### src/rtl/wrap_counter.sv
// Modulo-2^WIDTH up-counter with enable and synchronous reset.
// The FIFO controller uses one for its write pointer and one for its read pointer.
module wrap_counter #(
    parameter int WIDTH = 8
) (
    input  logic             clk,
    input  logic             rst,
    input  logic             en,
    output logic [WIDTH-1:0] count
);

    logic [WIDTH-1:0] count_reg;

    // The natural overflow of the adder provides the wrap from max back to 0.
    always_ff @(posedge clk) begin
        if (rst) begin
            count_reg <= '0;
        end else if (en) begin
            count_reg <= count_reg + WIDTH'(1);
        end
    end

    assign count = count_reg;

endmodule

### src/rtl/ram_fifo_ctrl.sv
// FIFO controller built around one single-port RAM.
// Each cycle is either a refill of the registered output slot (read) or a push (write), never both.
module ram_fifo_ctrl #(
    parameter int BUS_WIDTH     = 8,
    parameter int ADDRESS_WIDTH = 8
) (
    input  logic                     clk,
    input  logic                     rst,
    input  logic                     in_valid,
    output logic                     in_ready,
    input  logic [BUS_WIDTH-1:0]     in_data,
    output logic                     out_valid,
    input  logic                     out_ready,
    output logic [BUS_WIDTH-1:0]     out_data,
    output logic [ADDRESS_WIDTH:0]   level,
    output logic [ADDRESS_WIDTH-1:0] ram_ad,
    output logic                     ram_st,
    output logic [BUS_WIDTH-1:0]     ram_X,
    input  logic [BUS_WIDTH-1:0]     ram_O
);

    localparam int DEPTH = 1 << ADDRESS_WIDTH;
    localparam int CW    = ADDRESS_WIDTH + 1;
    localparam logic [CW-1:0] DEPTH_C = CW'(DEPTH);

    logic [CW-1:0]            mem_count_reg;
    logic                     out_valid_reg;
    logic [BUS_WIDTH-1:0]     out_data_reg;
    logic [ADDRESS_WIDTH-1:0] wr_ptr;
    logic [ADDRESS_WIDTH-1:0] rd_ptr;
    logic                     pop;
    logic                     fill;
    logic                     wr_en;

    // A refill claims the RAM port first; pushes only get the leftover cycles.
    always_comb begin
        pop      = out_valid_reg && out_ready;
        fill     = (mem_count_reg != '0) && (!out_valid_reg || pop);
        in_ready = !rst && !fill && (mem_count_reg != DEPTH_C);
        wr_en    = in_valid && in_ready;
        ram_st   = wr_en;
        ram_ad   = wr_en ? wr_ptr : rd_ptr;
        ram_X    = in_data;
    end

    wrap_counter #(.WIDTH(ADDRESS_WIDTH)) u_wr_ptr (
        .clk   (clk),
        .rst   (rst),
        .en    (wr_en),
        .count (wr_ptr)
    );

    wrap_counter #(.WIDTH(ADDRESS_WIDTH)) u_rd_ptr (
        .clk   (clk),
        .rst   (rst),
        .en    (fill),
        .count (rd_ptr)
    );

    always_ff @(posedge clk) begin
        if (rst) begin
            mem_count_reg <= '0;
            out_valid_reg <= 1'b0;
            out_data_reg  <= '0;
        end else if (fill) begin
            out_data_reg  <= ram_O;
            out_valid_reg <= 1'b1;
            mem_count_reg <= mem_count_reg - CW'(1);
        end else begin
            if (wr_en) begin
                mem_count_reg <= mem_count_reg + CW'(1);
            end
            // out_data keeps its last value when the slot empties.
            if (pop) begin
                out_valid_reg <= 1'b0;
            end
        end
    end

    assign out_valid = out_valid_reg;
    assign out_data  = out_data_reg;
    assign level     = mem_count_reg + CW'(out_valid_reg);

endmodule
### config.mk
export PLATFORM = sky130hd
export DESIGN_NAME = ram_fifo_ctrl
export DESIGN_NICKNAME = d
export VERILOG_FILES = /design/src/rtl/wrap_counter.sv /design/src/rtl/ram_fifo_ctrl.sv
export SDC_FILE = /design/constraint.sdc
export NUM_CORES = 1
export LEC_CHECK = 0
export BUFFER_PORTS_ARGS = -buffer_cell sky130_fd_sc_hd__buf_4
export CAP_MARGIN = 15
export CORE_ASPECT_RATIO = 1.5
export CORE_MARGIN = 2
export CORE_UTILIZATION = 47
export DETAILED_ROUTE_END_ITERATION = 8
export PLACE_DENSITY = 0.81
export SYNTH_ARGS = -nofsm -noshare
export SYNTH_HDL_FRONTEND = slang
export SYNTH_HIERARCHICAL = 1
export SYNTH_SLANG_ARGS = --single-unit
### constraint.sdc
create_clock -name clk -period 2.4 [get_ports clk]
set_input_delay 0.36 -clock clk [delete_from_list [all_inputs] [get_ports clk]]
set_output_delay 0.36 -clock clk [all_outputs]
set_load 0.02 [all_outputs]
; Yosys cells after proc, flatten, opt, wreduce, memory -nomap -nowiden
; Index checks and enable logic that the tools add are counted.
[totals]
regBits = 34
inputBits = 20
wordCells = 28
latchBits = 0
out_inout_bits = 36
mem_bits_rw = 0
mem_bits_ro = 0
mem_count = 0
[op_classes]
n_eq_ne = 1
muxes = 5
shifts = 0
bitwise = 0
n_addsub = 5
n_lt_le_gt_ge = 0
reduce_logical = 12
div = 0
n_mul = 0
[op_table]
columns = op, count
row1 = 9-bit two-way mux, 2
row2 = "8-bit by 1-bit adder with 8-bit output, second input constant", 2
row3 = 9-bit by 1-bit adder with 9-bit output, 1
row4 = "9-bit by 1-bit adder with 9-bit output, second input constant", 1
row5 = "9-bit inequality test, second input constant", 1
row6 = 9-bit nonzero test, 1
row7 = "9-bit by 1-bit subtractor with 9-bit output, second input constant", 1
row8 = 8-bit two-way mux, 1
row9 = 1-bit logical AND, 5
row10 = 2-bit nonzero test, 2
row11 = 1-bit logical NOT, 3
row12 = 1-bit two-way mux, 2
row13 = 1-bit logical OR, 1

; Logic depth before layout (Yosys ltp)
[depth]
word_depth = 9
mapped_depth = 10

; Cells and area by module
; The synthesis kept the hierarchy.
[by_module_without_submodules]
columns = mod, instances, cells_per_inst, seq_area_each_um2, area_each_um2
row1 = ram_fifo_ctrl, 1, 153, 360.3, 1376.3
row2 = wrap_counter, 2, 37, 160.2, 339.1

; Worst setup path before layout
; Ideal clock, no wire load.
[synth_path]
path_kind = flip-flop to flip-flop
startpoint = register mem_count_reg[1]
endpoint = register mem_count_reg[8]
slack_ns = -0.121
t_arrival_ns = 2.443
setup_time_ns = 0.078
period_less_slack_ns = 2.521
stages_incl_launch_ff = 10
cell_sequence = dfxtp_1 > nor4_1 > a31oi_1 > buf_6 > ha_1 > a21o_1 > a221oi_1 > o21ai_0 > o211a_1 > nor3_1
[synth_via]
elab_chain_len = 7
word_cells_on_any_way = 12
classes_between = 2 x add/sub / 1 x eq/ne / 2 x mux / 7 x reduce/logical
[synth_lines]
columns = item, line
row1 = start: declaration, ram_fifo_ctrl.sv:26  ; logic [CW-1:0] mem_count_reg;
row2 = start signal: assignment, ram_fifo_ctrl.sv:68  ; mem_count_reg <= mem_count_reg - CW'(1);
row3 = start signal: assignment, ram_fifo_ctrl.sv:71  ; mem_count_reg <= mem_count_reg + CW'(1);
row4 = 9-bit nonzero test (*), ram_fifo_ctrl.sv:38  ; fill = (mem_count_reg != '0) && (!out_valid_reg || pop);
row5 = 1-bit logical AND (*), ram_fifo_ctrl.sv:38
row6 = named net fill, ram_fifo_ctrl.sv:32  ; logic fill;
row7 = 1-bit logical NOT, ram_fifo_ctrl.sv:39  ; in_ready = !rst && !fill && (mem_count_reg != DEPTH_C);
row8 = 1-bit logical AND (2 in series), ram_fifo_ctrl.sv:39
row9 = 1-bit logical AND, ram_fifo_ctrl.sv:40  ; wr_en = in_valid && in_ready;
row10 = 2-bit nonzero test (no line), n/a
; The timed path passes the listed nets; every way through them passes the cells marked *. The select of a mux whose other input is x is not followed.
; A chain may end at the register's enable or synchronous reset.

; Worst setup path in the final report
[layout_path]
startpoint = register mem_count_reg[7]
endpoint = output ram_ad[5]
[layout_via]
elab_chain_len = 7
word_cells_on_any_way = 8
classes_between = 1 x eq/ne / 1 x mux / 6 x reduce/logical
[layout_lines]
columns = item, line
row1 = 9-bit nonzero test, ram_fifo_ctrl.sv:38
row2 = 1-bit logical AND, ram_fifo_ctrl.sv:38
row3 = 1-bit logical NOT, ram_fifo_ctrl.sv:39
row4 = 1-bit logical AND, ram_fifo_ctrl.sv:39
row5 = 1-bit logical AND (*), ram_fifo_ctrl.sv:39
row6 = 1-bit logical AND (*), ram_fifo_ctrl.sv:40
row7 = 8-bit two-way mux (*), ram_fifo_ctrl.sv:42  ; ram_ad = wr_en ? wr_ptr : rd_ptr;
row8 = end: declaration, ram_fifo_ctrl.sv:16  ; output logic [ADDRESS_WIDTH-1:0] ram_ad,
; Every way passes the cells marked *; elsewhere a longest branch is shown, timed or not.

==> results.sh <==
export IMPL_largest_reg_flops=9
export IMPL_ff2ff_path_depth=10
export IMPL_synthesis_instances=227
export IMPL_final_period_utilization=1.014
export IMPL_cts_buffers=5
export IMPL_diodes_inserted=0
export IMPL_detail_route_first_pass_iterations=5
export IMPL_timing_slew_headroom=0.6789
export IMPL_async_flop_share=0
export IMPL_pin_slew_with_the_least_headroom_to_its_limit_ns=0.4816
export IMPL_worstPathRequired_ns=2.04
export IMPL_critPathMaxStageDelay_ns=0.34
export IMPL_slew_viol_final=0
export IMPL_detail_route_iter0_violations=59
export IMPL_cp_num_cells=7
export IMPL_fp_dieW_microns=57.98
export IMPL_tritoncts_num_sinks=34
export IMPL_number_of_maximum_capacitance_violations=0
export IMPL_antenna_left=0
export IMPL_grt_ovfl_total=0
export IMPL_post_synth_main_area_contributors="dfxtp_1 (33%), mux2i_1 (8.3%), ha_1 (6.7%)"
export IMPL_io_pins=56
export IMPL_hold_path_startpoint="ram_O[4]"
export IMPL_dominantRegCellSynth="dfxtp_1"
export IMPL_ys_types=41
export IMPL_cp_start_kind="flip-flop"
export IMPL_synthesis_nets=259
export IMPL_htree_num_levels=2
export IMPL_fmax_ghz=0.4108
export IMPL_cell_area_after_technology_mapping_sq_um=2054
export IMPL_post_synth_most_frequent_cells="dfxtp_1 (34), nor2_1 (26), mux2i_1 (17), a21oi_1 (14), buf_4 (12)"
export IMPL_path_cells="nor4_4, buf_4, nand2_4, mux2i_4, nand2b_4, mux2_4, buf_6"
export IMPL_r2r_end="mem_count_reg[6]"
export IMPL_clk_latency_ns=0.29
export IMPL_vias_in_the_first_global_route=1993
export IMPL_worst_hold_slack_ns=0.3024
export IMPL_cp_max_fo=5
export IMPL_cts_tree="yes"
export IMPL_total_track_usage=0.2413
export IMPL_largest_net_degree_at_the_start_of_global_routing=37
export IMPL_cp_top_family="simple AND/OR/NAND/NOR gates"
export IMPL_detailed_placement_hpwl_microns=3734
export IMPL_fillerInstances=340
export IMPL_ctsRootBufferMaster="clkbuf_8"
export IMPL_whs_path_depth=3
export IMPL_dieArea_sq_um=4927
export IMPL_setup_ws_ns=-0.03437
export IMPL_ir_drop_v=0.0008367
export IMPL_grt_first_pass_wirelength_microns=9273
export IMPL_timing_hold_violations_final=0
export IMPL_drt_drc_violations_left=0
export IMPL_worst_setup_hold_path_clk_slew_ns=0.07
export IMPL_initial_antenna_violation_count=0
export IMPL_synth_area_per_cell_sq_um=9.051
export IMPL_fp_row_count=29
export IMPL_share_of_post_route_cells_with_drive_strength_above_1=0.3836
export IMPL_status="finished with violations"
export IMPL_cts_root_to_sink_buffers=2
export IMPL_placeableCoreArea_sq_um=4209
export IMPL_synth_edf_count=0
export IMPL_layout_area_overhead_vs_synth_pct=37.27
export IMPL_totalPowerFinal_mw=3.532
export IMPL_synth_seq_cells=34
export IMPL_number_of_warning_messages_in_the_yosys_log=6
export IMPL_gp_congestion=0.8655
export IMPL_cp_data_arrival_time_ns=2.07
export IMPL_fp_dieH_microns=84.98
export IMPL_synth_sequential_area_ratio=0.3313
export IMPL_timing_critical_path_buf_inv=2
export IMPL_route_final_wire_length_microns=5529
export IMPL_vias_per_cell=5.775
export IMPL_min_path_type="primary input to flip-flop"
export IMPL_timing_setup_critical_path_class="flip-flop to output pin"
export IMPL_buffer_ports_inserted=39
export IMPL_final_setup_tns_ns=-0.1375
export IMPL_synthMostInstantiatedCell="dfxtp_1"
export IMPL_fin_crit_ns=2.434
export IMPL_dp_worst_setup_slack_ns=-0.07199
export IMPL_static_leakage_power_nw=1.327
export IMPL_start_util=0.4881
export IMPL_critPathCaptureType="output pin"
export IMPL_synth_largest_area_cell="dfxtp_1"
export IMPL_layout_core_utilization=0.6700
export IMPL_worst_clock_skew_ns=0.003885
export IMPL_total_of_hold_buffers_inserted_after_clock_tree_synthesis=0
export IMPL_grt_setup_unrepaired="true"
export IMPL_power_density_nw_per_um2=1253
export IMPL_violations="setup timing"
export IMPL_worstReg2RegStart="mem_count_reg[7]"
export IMPL_timing_reg2reg_setup_slack_ns=0.09
export IMPL_num_nets_final=323
export IMPL_dr_total_vias=1952
export IMPL_crit_path_start="mem_count_reg[7]"
export IMPL_avgRoutedWirePerCell_microns=16.36
export IMPL_synthDominantCellAreaShare=0.3313
export IMPL_cell_with_the_largest_stage_delay_on_the_worst_path="dfxtp_2"
export IMPL_report_final_setup_viol=5
export IMPL_hold_path_end="out_data[4]"
[worst reg2reg max path: stages (launching register included)]
cell	delay, ns
dfxtp_2	0.34
nor4_4	0.32
a31oi_2	0.15
buf_6	0.17
fa_2	0.33
a21o_1	0.20
a221oi_2	0.29
buf_4	0.17
xnor2_1	0.05
mux2i_1	0.13
nor2_1	0.05
[how the worst max path moves through the flow]
stage,endpoint
final,ram_ad[5]
after global routing,ram_ad[5]
after CTS,ram_ad[0]
after detailed placement,mem_count_reg[8]
after global placement,mem_count_reg[8]
after floorplan,mem_count_reg[8]
[layer usage]
metal | global-route usage | wire length (microns) | vias up
met2 | 0.4576 | 3097 | 61
met1 | 0.2555 | 2046 | 949
met3 | 0.04421 | 252 | 11
met5 | 0 | 0 | -
met4 | 0.08668 | 133 | 0
li1 | - | - | 931
[power by group]
group          internal, mW  total, mW  leakage [nW]  switching, mW
combinational          1.17       2.31          1.00           1.13
clock                 0.205      0.428        0.0452          0.224
sequential            0.684      0.795         0.281          0.111
total                  2.06       3.53          1.33           1.47
[area by class of cell]
class                   count  area [sq um]  share of cell area
clock buffers               6         72.57             0.02573
clock inverters             2         13.76            0.004880
inverters                   4         15.01            0.005324
multi-input cells         173          1391              0.4933
flip-flops and latches     34         688.2              0.2440
well taps                  46         57.56             0.02041
repair buffers             73         581.8              0.2063
[cell families (layout without fill, tap and decap cells)]
kind of cell             count (synthesis)  in the layout  synth area share
AO/OA/AOI/OAI                           35             35            0.1127
XOR/XNOR                                20             20           0.08526
adder cells (fa/ha/maj)                 12             12           0.07674
buffers and inverters                   21             85           0.06638
flip-flops                              34             34            0.3313
multiplexers                            25             25            0.1267
AND/OR/NAND/NOR                         80             81            0.2010
[stage by stage]
stage | cells | instance area [sq um]
finish | 338 | 2820
global route | 338 | 2820
CTS | 337 | 2785
detailed placement | 325 | 2534
global placement | 325 | 2534
floorplan | 227 | 2073
[placed cells by master, fill, tap and decap left out, drive strengths merged]
| master | instances |
|---|---|
| buf | 73 |
| dfxtp | 34 |
| nor2 | 26 |
| mux2i | 17 |
| a21oi | 14 |
| xnor2 | 11 |
| ha | 11 |
| nand2 | 10 |
| nand3 | 9 |
| xor2 | 9 |
| mux2 | 8 |
| nand4 | 8 |
| o21ai | 7 |
| or3 | 6 |
| clkbuf | 6 |
| a21o | 5 |
| nor3 | 5 |
| inv | 4 |
| nand2b | 4 |
| and3 | 3 |
| nor4 | 2 |
| and2 | 2 |
| nand3b | 2 |
| nor2b | 2 |
| and2b | 2 |
| a31oi | 2 |
| clkinv | 2 |
| o22ai | 1 |
| o2111a | 1 |
| o221ai | 1 |
| o31ai | 1 |
| a221oi | 1 |
| a311oi | 1 |
| o211a | 1 |
| fa | 1 |
[repair_timing]
item,in CTS,in global routing
pin swaps,6,10
setup buffers,3,1
endpoints found under the setup margin,13,14
resized for setup,31,7
gates cloned,1,0
Note: power is estimated with default switching activity, not from simulation.
